===== config.mk =====
export PLATFORM = sky130hd
export DESIGN_NAME = uart_tx_fifo
export DESIGN_NICKNAME = d
export VERILOG_FILES = /design/src/rtl/uart_tx_fifo.sv
export SDC_FILE = /design/constraint.sdc
export NUM_CORES = 1
export LEC_CHECK = 0
export BUFFER_PORTS_ARGS = -buffer_cell sky130_fd_sc_hd__buf_2
export CAP_MARGIN = 20
export CELL_PAD_IN_SITES_DETAIL_PLACEMENT = 0
export CELL_PAD_IN_SITES_GLOBAL_PLACEMENT = 1
export CORE_ASPECT_RATIO = 0.8
export CORE_MARGIN = 2
export CORE_UTILIZATION = 40
export DETAILED_ROUTE_END_ITERATION = 6
export HOLD_SLACK_MARGIN = 0.06
export PLACE_DENSITY_LB_ADDON = 0.08
export RECOVER_POWER = 100
export SYNTH_ARGS = -nofsm -noshare
export SYNTH_HDL_FRONTEND = slang
export SYNTH_SLANG_ARGS = --single-unit

===== constraint.sdc =====
create_clock -name clk -period 6.1 [get_ports clk]
set_input_delay 1.22 -clock clk [delete_from_list [all_inputs] [get_ports clk]]
set_output_delay 1.22 -clock clk [all_outputs]
set_load 0.02 [all_outputs]

===== src/rtl/uart_tx_fifo.sv =====
// -----------------------------------------------------------------------------
// uart_tx_fifo
//   Buffered UART transmitter. Bytes enter through a valid/ready handshake into
//   a circular FIFO and are serialised LSB first onto txd as 8N1 frames (8E1
//   when UART_TX_PARITY_EN is defined). The bit period is DIV = CLK_FREQ / BAUD
//   system clocks, so no separate baud clock is needed.
//
//   Optional feature macro: UART_TX_PARITY_EN
//     defined   : PARITY state compiled in, even-parity bit sent after DATA.
//     undefined : no PARITY state or parity logic, 8N1 frames.
//
//   Parameters
//     CLK_FREQ   : system clock frequency in Hz
//     BAUD       : line rate in bit/s (DIV must come out >= 2)
//     FIFO_DEPTH : FIFO entries, power of 2, >= 2
//
//   Ports
//     clk      in   system clock
//     rst      in   asynchronous active-low reset
//     d_tx     in   byte to transmit
//     vld_tx   in   d_tx is valid
//     rdy_tx   out  FIFO can accept a byte this cycle
//     txd      out  serial line, idle high, registered
//     busy     out  frame in progress or FIFO non-empty
//     fifo_cnt out  current FIFO occupancy
// -----------------------------------------------------------------------------
module uart_tx_fifo #(
    parameter int unsigned CLK_FREQ   = 100_000_000,
    parameter int unsigned BAUD       = 9600,
    parameter int unsigned FIFO_DEPTH = 16
) (
    input  logic                          clk,
    input  logic                          rst,
    input  logic [7:0]                    d_tx,
    input  logic                          vld_tx,
    output logic                          rdy_tx,
    output logic                          txd,
    output logic                          busy,
    output logic [$clog2(FIFO_DEPTH):0]   fifo_cnt
);

    localparam int unsigned DIV = CLK_FREQ / BAUD;
    localparam int unsigned AW  = $clog2(FIFO_DEPTH);
    localparam int unsigned CW  = $clog2(DIV);

    localparam logic [AW:0]   FULL_CNT  = (AW + 1)'(FIFO_DEPTH);
    localparam logic [CW-1:0] BAUD_LAST = CW'(DIV - 1);

`ifdef UART_TX_PARITY_EN
    typedef enum logic [2:0] {IDLE, START, DATA, PARITY, STOP} state_t;
`else
    typedef enum logic [2:0] {IDLE, START, DATA, STOP} state_t;
`endif

    logic [7:0]    mem [FIFO_DEPTH];
    logic [AW-1:0] wr_ptr;
    logic [AW-1:0] rd_ptr;
    logic [AW:0]   cnt;

    state_t        state, state_d;
    logic [7:0]    shift_q, shift_d;
    logic [2:0]    bit_q, bit_d;
    logic [CW-1:0] baud_q, baud_d;
    logic          txd_q, txd_d;
    logic          push, pop, baud_end;
`ifdef UART_TX_PARITY_EN
    logic          par_q, par_d;
`endif

    // Ready comes from registered occupancy only: no bypass when full.
    assign rdy_tx   = (cnt != FULL_CNT);
    assign push     = vld_tx && rdy_tx;
    assign busy     = (state != IDLE) || (cnt != '0);
    assign fifo_cnt = cnt;
    assign txd      = txd_q;

    // Storage carries no reset; occupancy and pointers define validity.
    always_ff @(posedge clk) begin
        if (push) begin
            mem[wr_ptr] <= d_tx;
        end
    end

    always_ff @(posedge clk or negedge rst) begin
        if (!rst) begin
            wr_ptr <= '0;
            rd_ptr <= '0;
            cnt    <= '0;
        end else begin
            if (push) wr_ptr <= wr_ptr + 1'b1;
            if (pop)  rd_ptr <= rd_ptr + 1'b1;
            case ({push, pop})
                2'b10:   cnt <= cnt + 1'b1;
                2'b01:   cnt <= cnt - 1'b1;
                default: cnt <= cnt;
            endcase
        end
    end

    always_ff @(posedge clk or negedge rst) begin
        if (!rst) begin
            state   <= IDLE;
            shift_q <= '0;
            bit_q   <= '0;
            baud_q  <= '0;
            txd_q   <= 1'b1;
`ifdef UART_TX_PARITY_EN
            par_q   <= 1'b0;
`endif
        end else begin
            state   <= state_d;
            shift_q <= shift_d;
            bit_q   <= bit_d;
            baud_q  <= baud_d;
            txd_q   <= txd_d;
`ifdef UART_TX_PARITY_EN
            par_q   <= par_d;
`endif
        end
    end

    always_comb begin
        state_d  = state;
        shift_d  = shift_q;
        bit_d    = bit_q;
        baud_d   = baud_q;
        pop      = 1'b0;
        baud_end = (baud_q == BAUD_LAST);
`ifdef UART_TX_PARITY_EN
        par_d    = par_q;
`endif
        if (state != IDLE) begin
            baud_d = baud_end ? '0 : baud_q + 1'b1;
        end

        case (state)
            IDLE: begin
                if (cnt != '0) begin
                    pop     = 1'b1;
                    shift_d = mem[rd_ptr];
                    bit_d   = '0;
                    baud_d  = '0;
                    state_d = START;
`ifdef UART_TX_PARITY_EN
                    par_d   = ^mem[rd_ptr];
`endif
                end
            end
            START: begin
                if (baud_end) state_d = DATA;
            end
            DATA: begin
                if (baud_end) begin
                    shift_d = {1'b0, shift_q[7:1]};
                    bit_d   = bit_q + 1'b1;
                    if (bit_q == 3'd7) begin
`ifdef UART_TX_PARITY_EN
                        state_d = PARITY;
`else
                        state_d = STOP;
`endif
                    end
                end
            end
`ifdef UART_TX_PARITY_EN
            PARITY: begin
                if (baud_end) state_d = STOP;
            end
`endif
            STOP: begin
                if (baud_end) state_d = IDLE;
            end
            default: state_d = IDLE;
        endcase

        // txd is registered, so its next value is decoded from next state;
        // this makes the line fall on the same edge as the pop.
        case (state_d)
            START:   txd_d = 1'b0;
            DATA:    txd_d = shift_d[0];
`ifdef UART_TX_PARITY_EN
            PARITY:  txd_d = par_d;
`endif
            default: txd_d = 1'b1;
        endcase
    end

endmodule


==> results of run 1 <==
==> per-layer routing <==
| metal | track usage | share of wire | up-vias |
|---|---|---|---|
| met5 | 0 | 0 | - |
| li1 | - | - | 1700 |
| met2 | 0.268 | 0.50 | 76 |
| met3 | 0.0346 | 0.047 | 11 |
| met4 | 0.0590 | 0.012 | 0 |
| met1 | 0.213 | 0.45 | 1883 |
==> state kept, by name, indices dropped and copies added (netlist names) <==
name,flops
rd_ptr,4
shift_q,8
state,3
wr_ptr,4
fifo_cnt,5
bit_q,3
mem,128
baud_q,14
txd,1
==> cell usage after synthesis, drive strengths merged, types with 2 or more instances <==
cell type	number	share of area
a31oi	3	0.0027
nor3	9	0.0071
nor2	31	0.017
nor3b	2	0.0021
ha	12	0.021
nor2b	4	0.0035
inv	7	0.0037
and2	5	0.0044
nand2	27	0.014
a221o	6	0.0085
nand4	8	0.0071
o21ai	14	0.010
xnor2	10	0.012
mux2	2	0.0032
buf	13	0.013
xor2	9	0.011
mux4	33	0.11
a22o	3	0.0037
edfxtp	128	0.54
or3	2	0.0018
and4	3	0.0041
nand2b	2	0.0018
a22oi	12	0.013
a21oi	12	0.0085
clkbuf	7	0.0037
dfrtp	41	0.15
nand3	4	0.0028
a21o	7	0.0074
==> cell type report <==
type | instances | area share
flip-flops and latches | 170 | 0.621
multi-input cells | 229 | 0.254
clock buffers | 17 | 0.0540
well taps | 225 | 0.0357
clock inverters | 15 | 0.0194
repair buffers | 25 | 0.0127
inverters | 7 | 0.00333
==> power by group through the flow <==
stage / clock network, uW / logic [uW] / registers, uW
after floorplan: 0 / 697 / 1530
after global placement: 0 / 918 / 1550
after detailed placement: 0 / 926 / 1550
after CTS: 1080 / 928 / 1530
after global routing: 1120 / 1000 / 1550
final: 1050 / 908 / 1530
==> worst max-delay path, stage by stage, from the launching register on <==
cell      delay (ns)
dfrtp_2         0.34
clkbuf_1        2.04
mux4_2          0.73
a22oi_1         0.43
a21oi_1         0.16
a221o_1         0.27
==> cells by family (layout without fill, tap and decap cells) <==
| group | count (synthesis) | after routing | share of synthesized area |
|---|---|---|---|
| flops | 170 | 170 | 0.694 |
| simple gates | 102 | 102 | 0.0723 |
| buf+inv | 27 | 64 | 0.0207 |
| compound gates | 58 | 58 | 0.0551 |
| xor+xnor | 19 | 19 | 0.0236 |
| other cells | 1 | 1 | 0.000531 |
| fa+ha+maj | 13 | 13 | 0.0241 |
| mux | 36 | 36 | 0.110 |
==> worst paths after layout <==
kind / endpoint / cells after the start
setup / recovery: shift_q[2] / 5
hold / removal: bit_q[1] / 2
setup reg to reg: shift_q[2] / 5
hold reg to reg: bit_q[1] / 2
max in group asynchronous: rd_ptr[0] / 2
min in group asynchronous: fifo_cnt[2] / 1
==> metrics by stage <==
step,cell area (sq um),hold slack (ns),total power (uW),cells,util
CTS,7930,0.496,3530,687,0.458
floorplan,7060,0.441,2230,426,-
detailed placement,7350,0.479,2480,655,0.424
global route,7890,0.533,3680,688,0.455
finish,7890,0.490,3490,688,0.455
global placement,7330,0.467,2470,651,0.423
==> results.cfg, run 1 <==
[sta]
slew_headroom = -0.933
drv_slew = 76
fin_ws_ns = 1.99
tns_ns = 0
period_needed_ns = 4.11
layout_worst_path_cycle_share = 0.674
max_freq_mhz = 243
worstMarginPinSlew_ns = 2.90
final_hold_viol_count = 0
rsz0062_at_grt = false
finalClockSkew_ns = 0.00918
setup_viol = 0

[yosys]
synth-seq-cells = 170
synth_edf_count = 128
synth_cell_type_count = 47
postSynth.asyncResetShare = 0.247
synthFlopType = edfxtp_1
syn_area_sq_um = 7060
avgSynthCellArea_sq_um = 16.6
synth-seq-area-share = 0.694
synth_cells = 426
syn-num-nets = 450
synth-warning-count = 0

[cts]
clk_latency_ns = 0.42
clk_pin_slew_ns = 0.07
cts.sinks = 170
cts.repair.resized = 0
htree_levels = 4
root_buffer = clkbuf_16
cts_buffers = 17
post_cts_buffers = 0
hold_buffers = 0
clock_path_buffers = 2
cts_tree = yes

[critical_path]
crit_path_max_fanout = 35
cp.arrival_ns = 4.43
required_ns = 6.41
rrSetupSlack_ns = 1.99
timing.rr.start = rd_ptr[0]
crit_path_end_kind = flip-flop
start_kind = flip-flop
crit_type = reg -> reg
cp-startpoint = rd_ptr[0]

[placement]
dp_hpwl_mm = 9.11
gp_congestion = 0.754
dp_slack_ns = 2.79
port-buffer-count = 18

[routing]
avgRoutedWirePerCell_um = 20.3
viasPerCell = 5.33
drcViolationCount = 0
wirelength_mm = 14.0
first_pass_iters = 4
antenna_left = 0
vias = 3670
dr.first_iter.drc_count = 209

[cells_and_area]
syn2layout_area_growth_pct = 11.7
seqCellArea_sq_um = 4900
nets = 474
final_common_cell = edfxtp_1
diodes = 0
n_fill_cell = 1493
drive_above_1_share = 0.158
multi_input_area_sq_um = 2000
layout_common_cells = 128 x edfxtp_1, 40 x dfrtp_1, 33 x mux4_2

[power]
ir_drop_uv = 175
leakage_uw = 0.00275
p_clk_frac = 0.301
power.switching_uw = 1120
p_int_uw = 2370
pwr-share-seq = 0.439
power_density_nw_per_um2 = 442
power_frac_comb = 0.260
switching_share = 0.320

[die]
num_io_pins = 19
die_h_um = 123
num_rows = 43
die_w_um = 153
coreArea_sq_um = 17300
dieArea_sq_um = 18700
initial_core_util = 0.407

[hold_path]
min_from = bit_q[1]
hold_class = reg -> reg

[global_routing]
grt_overflow_total = 0
grt_pass1_vias = 3674
grtUsageTotal = 0.161
grt_pass1_wl_mm = 21.9
grt_max_degree = 43
antenna_found_initial = 0

[outcome]
violations = max-capacitance violations, max-slew violations
status = finished with violations

[job]
drv_cap = 2
Note: power is estimated with default switching activity, not from simulation.
==> run 2: changes to the inputs <==
- clock period: 6.1 -> 3.8 ns (I/O delays scaled with it)
==> results.cfg, run 2 (synthesis gave the netlist of run 1 again) <==
[sta]
setup_viol = 0
finalClockSkew_ns = 0.00744
period_needed_ns = 3.10
rsz0062_at_grt = false
worstMarginPinSlew_ns = 2.14
layout_worst_path_cycle_share = 0.816
max_freq_mhz = 322
slew_headroom = -0.428
tns_ns = 0
drv_slew = 40
final_hold_viol_count = 0

[die]
num_io_pins = 19
die_h_um = 123
die_w_um = 153
coreArea_sq_um = 17300
dieArea_sq_um = 18700
initial_core_util = 0.407
num_rows = 43

[placement]
port-buffer-count = 18
dp_cells = 658
gp_congestion = 0.751
dp_hpwl_mm = 9.25

[cts]
cts.sinks = 170
post_cts_buffers = 0
clk_latency_ns = 0.43
hold_buffers = 0
clock_path_buffers = 2
cts_tree = yes
htree_levels = 4
clk_pin_slew_ns = 0.07
cts.repair.resized = 0
root_buffer = clkbuf_16
cts_buffers = 17

[routing]
dr.first_iter.drc_count = 235
avgRoutedWirePerCell_um = 20.9
viasPerCell = 5.34
antenna_left = 0
first_pass_iters = 4
drcViolationCount = 0
vias = 3689
wirelength_mm = 14.5

[global_routing]
grtUsageTotal = 0.168
grt_pass1_vias = 3813
antenna_found_initial = 0
grt_pass1_wl_mm = 22.8
grt_max_degree = 43
grt_overflow_total = 0

[power]
ir_drop_uv = 304
switching_share = 0.322
p_int_uw = 3810
p_clk_frac = 0.299
pwr-share-seq = 0.448
leakage_uw = 0.00275
power.switching_uw = 1810
power_density_nw_per_um2 = 709
power_frac_comb = 0.253
finalPower_uw = 5620

[cells_and_area]
diodes = 0
drive_above_1_share = 0.159
layout_common_cells = 128 x edfxtp_1, 41 x dfrtp_1, 33 x mux4_2
final_common_cell = edfxtp_1
largest_register_ffs = 128
regMostFlops = mem
nets = 477
final_cells = 691
largestRegisters = mem (128), baud_q (14), shift_q (8)
syn2layout_area_growth_pct = 12.2

[critical_path]
crit_path_end_kind = flip-flop
start_kind = flip-flop
required_ns = 4.11
crit_type = reg -> reg
cp.arrival_ns = 3.41
crit_path_max_fanout = 11

[job]
drv_cap = 1

[outcome]
status = finished with violations
violations = max-capacitance violations, max-slew violations

[hold_path]
hold_class = in -> async
-- run 2: changes by cell type in the layout (fill, tap and decap cells not counted), sizes merged --
| cell | before | now |
|---|---|---|
| inv | 16 | 14 |
| clkbuf | 39 | 41 |
| clkinvlp | 1 | 3 |
| buf | 3 | 4 |
-- run 2: area by class of cell --
class	count	area, sq um
fill	1549	9400
clock inverter	15	156
inverter	7	26.3
timing repair buffer	28	128
sequential	170	4900
multi-input combinational	229	2010
clock buffer	17	425
tap	225	282
-- run 2: critical path: stages (launching register included) --
cell and delay (ns):
dfrtp_1 0.45, nor3_1 0.27, nand2_1 0.15, nand2_1 0.35, inv_1 0.25, ha_1 0.33, fa_1 0.44, a21o_1 0.20
a21oi_1 0.17, xor2_1 0.17, nor2_1 0.06, xor2_1 0.14
-- run 2: path summary, 6_finish.rpt --
kind                       slack [ns]        start     endpoint  cells past startpoint
setup / recovery                 0.70  fifo_cnt[0]  fifo_cnt[4]                     11
hold / removal                   0.15          rst  fifo_cnt[1]                      1
setup reg to reg                 0.70  fifo_cnt[0]  fifo_cnt[4]                     11
hold reg to reg                  0.49   baud_q[13]   baud_q[13]                      1
max in group asynchronous        1.37          rst    baud_q[3]                      2
min in group clk                 0.49   baud_q[13]   baud_q[13]                      1
-- run 2: routing by layer --
layer / global-route usage / part of all wire
met5: 0 / 0
met2: 0.265 / 0.47
met4: 0.0648 / 0.019
met3: 0.0403 / 0.045
met1: 0.229 / 0.47
-- run 2: power by group through the flow --
stage                     Sequential, uW  Combinational [uW]  Clock [uW]
after global placement              2550                1460           0
after detailed placement            2560                1460           0
after CTS                           2520                1470        1720
final                               2520                1420        1680
after global routing                2560                1580        1800
after floorplan                     2460                1120           0
-- run 2: through the flow --
stage / utilization / setup WS (ns) / cell area (sq um) / hold slack, ns
after detailed placement: 0.427 / 0.730 / 7390 / 0.475
after floorplan: - / 0.995 / 7060 / 0.441
final: 0.457 / 0.698 / 7920 / 0.149
after CTS: 0.460 / 0.722 / 7970 / 0.492
after global placement: 0.427 / 0.847 / 7390 / 0.468
after global routing: 0.457 / 0.368 / 7920 / 0.146
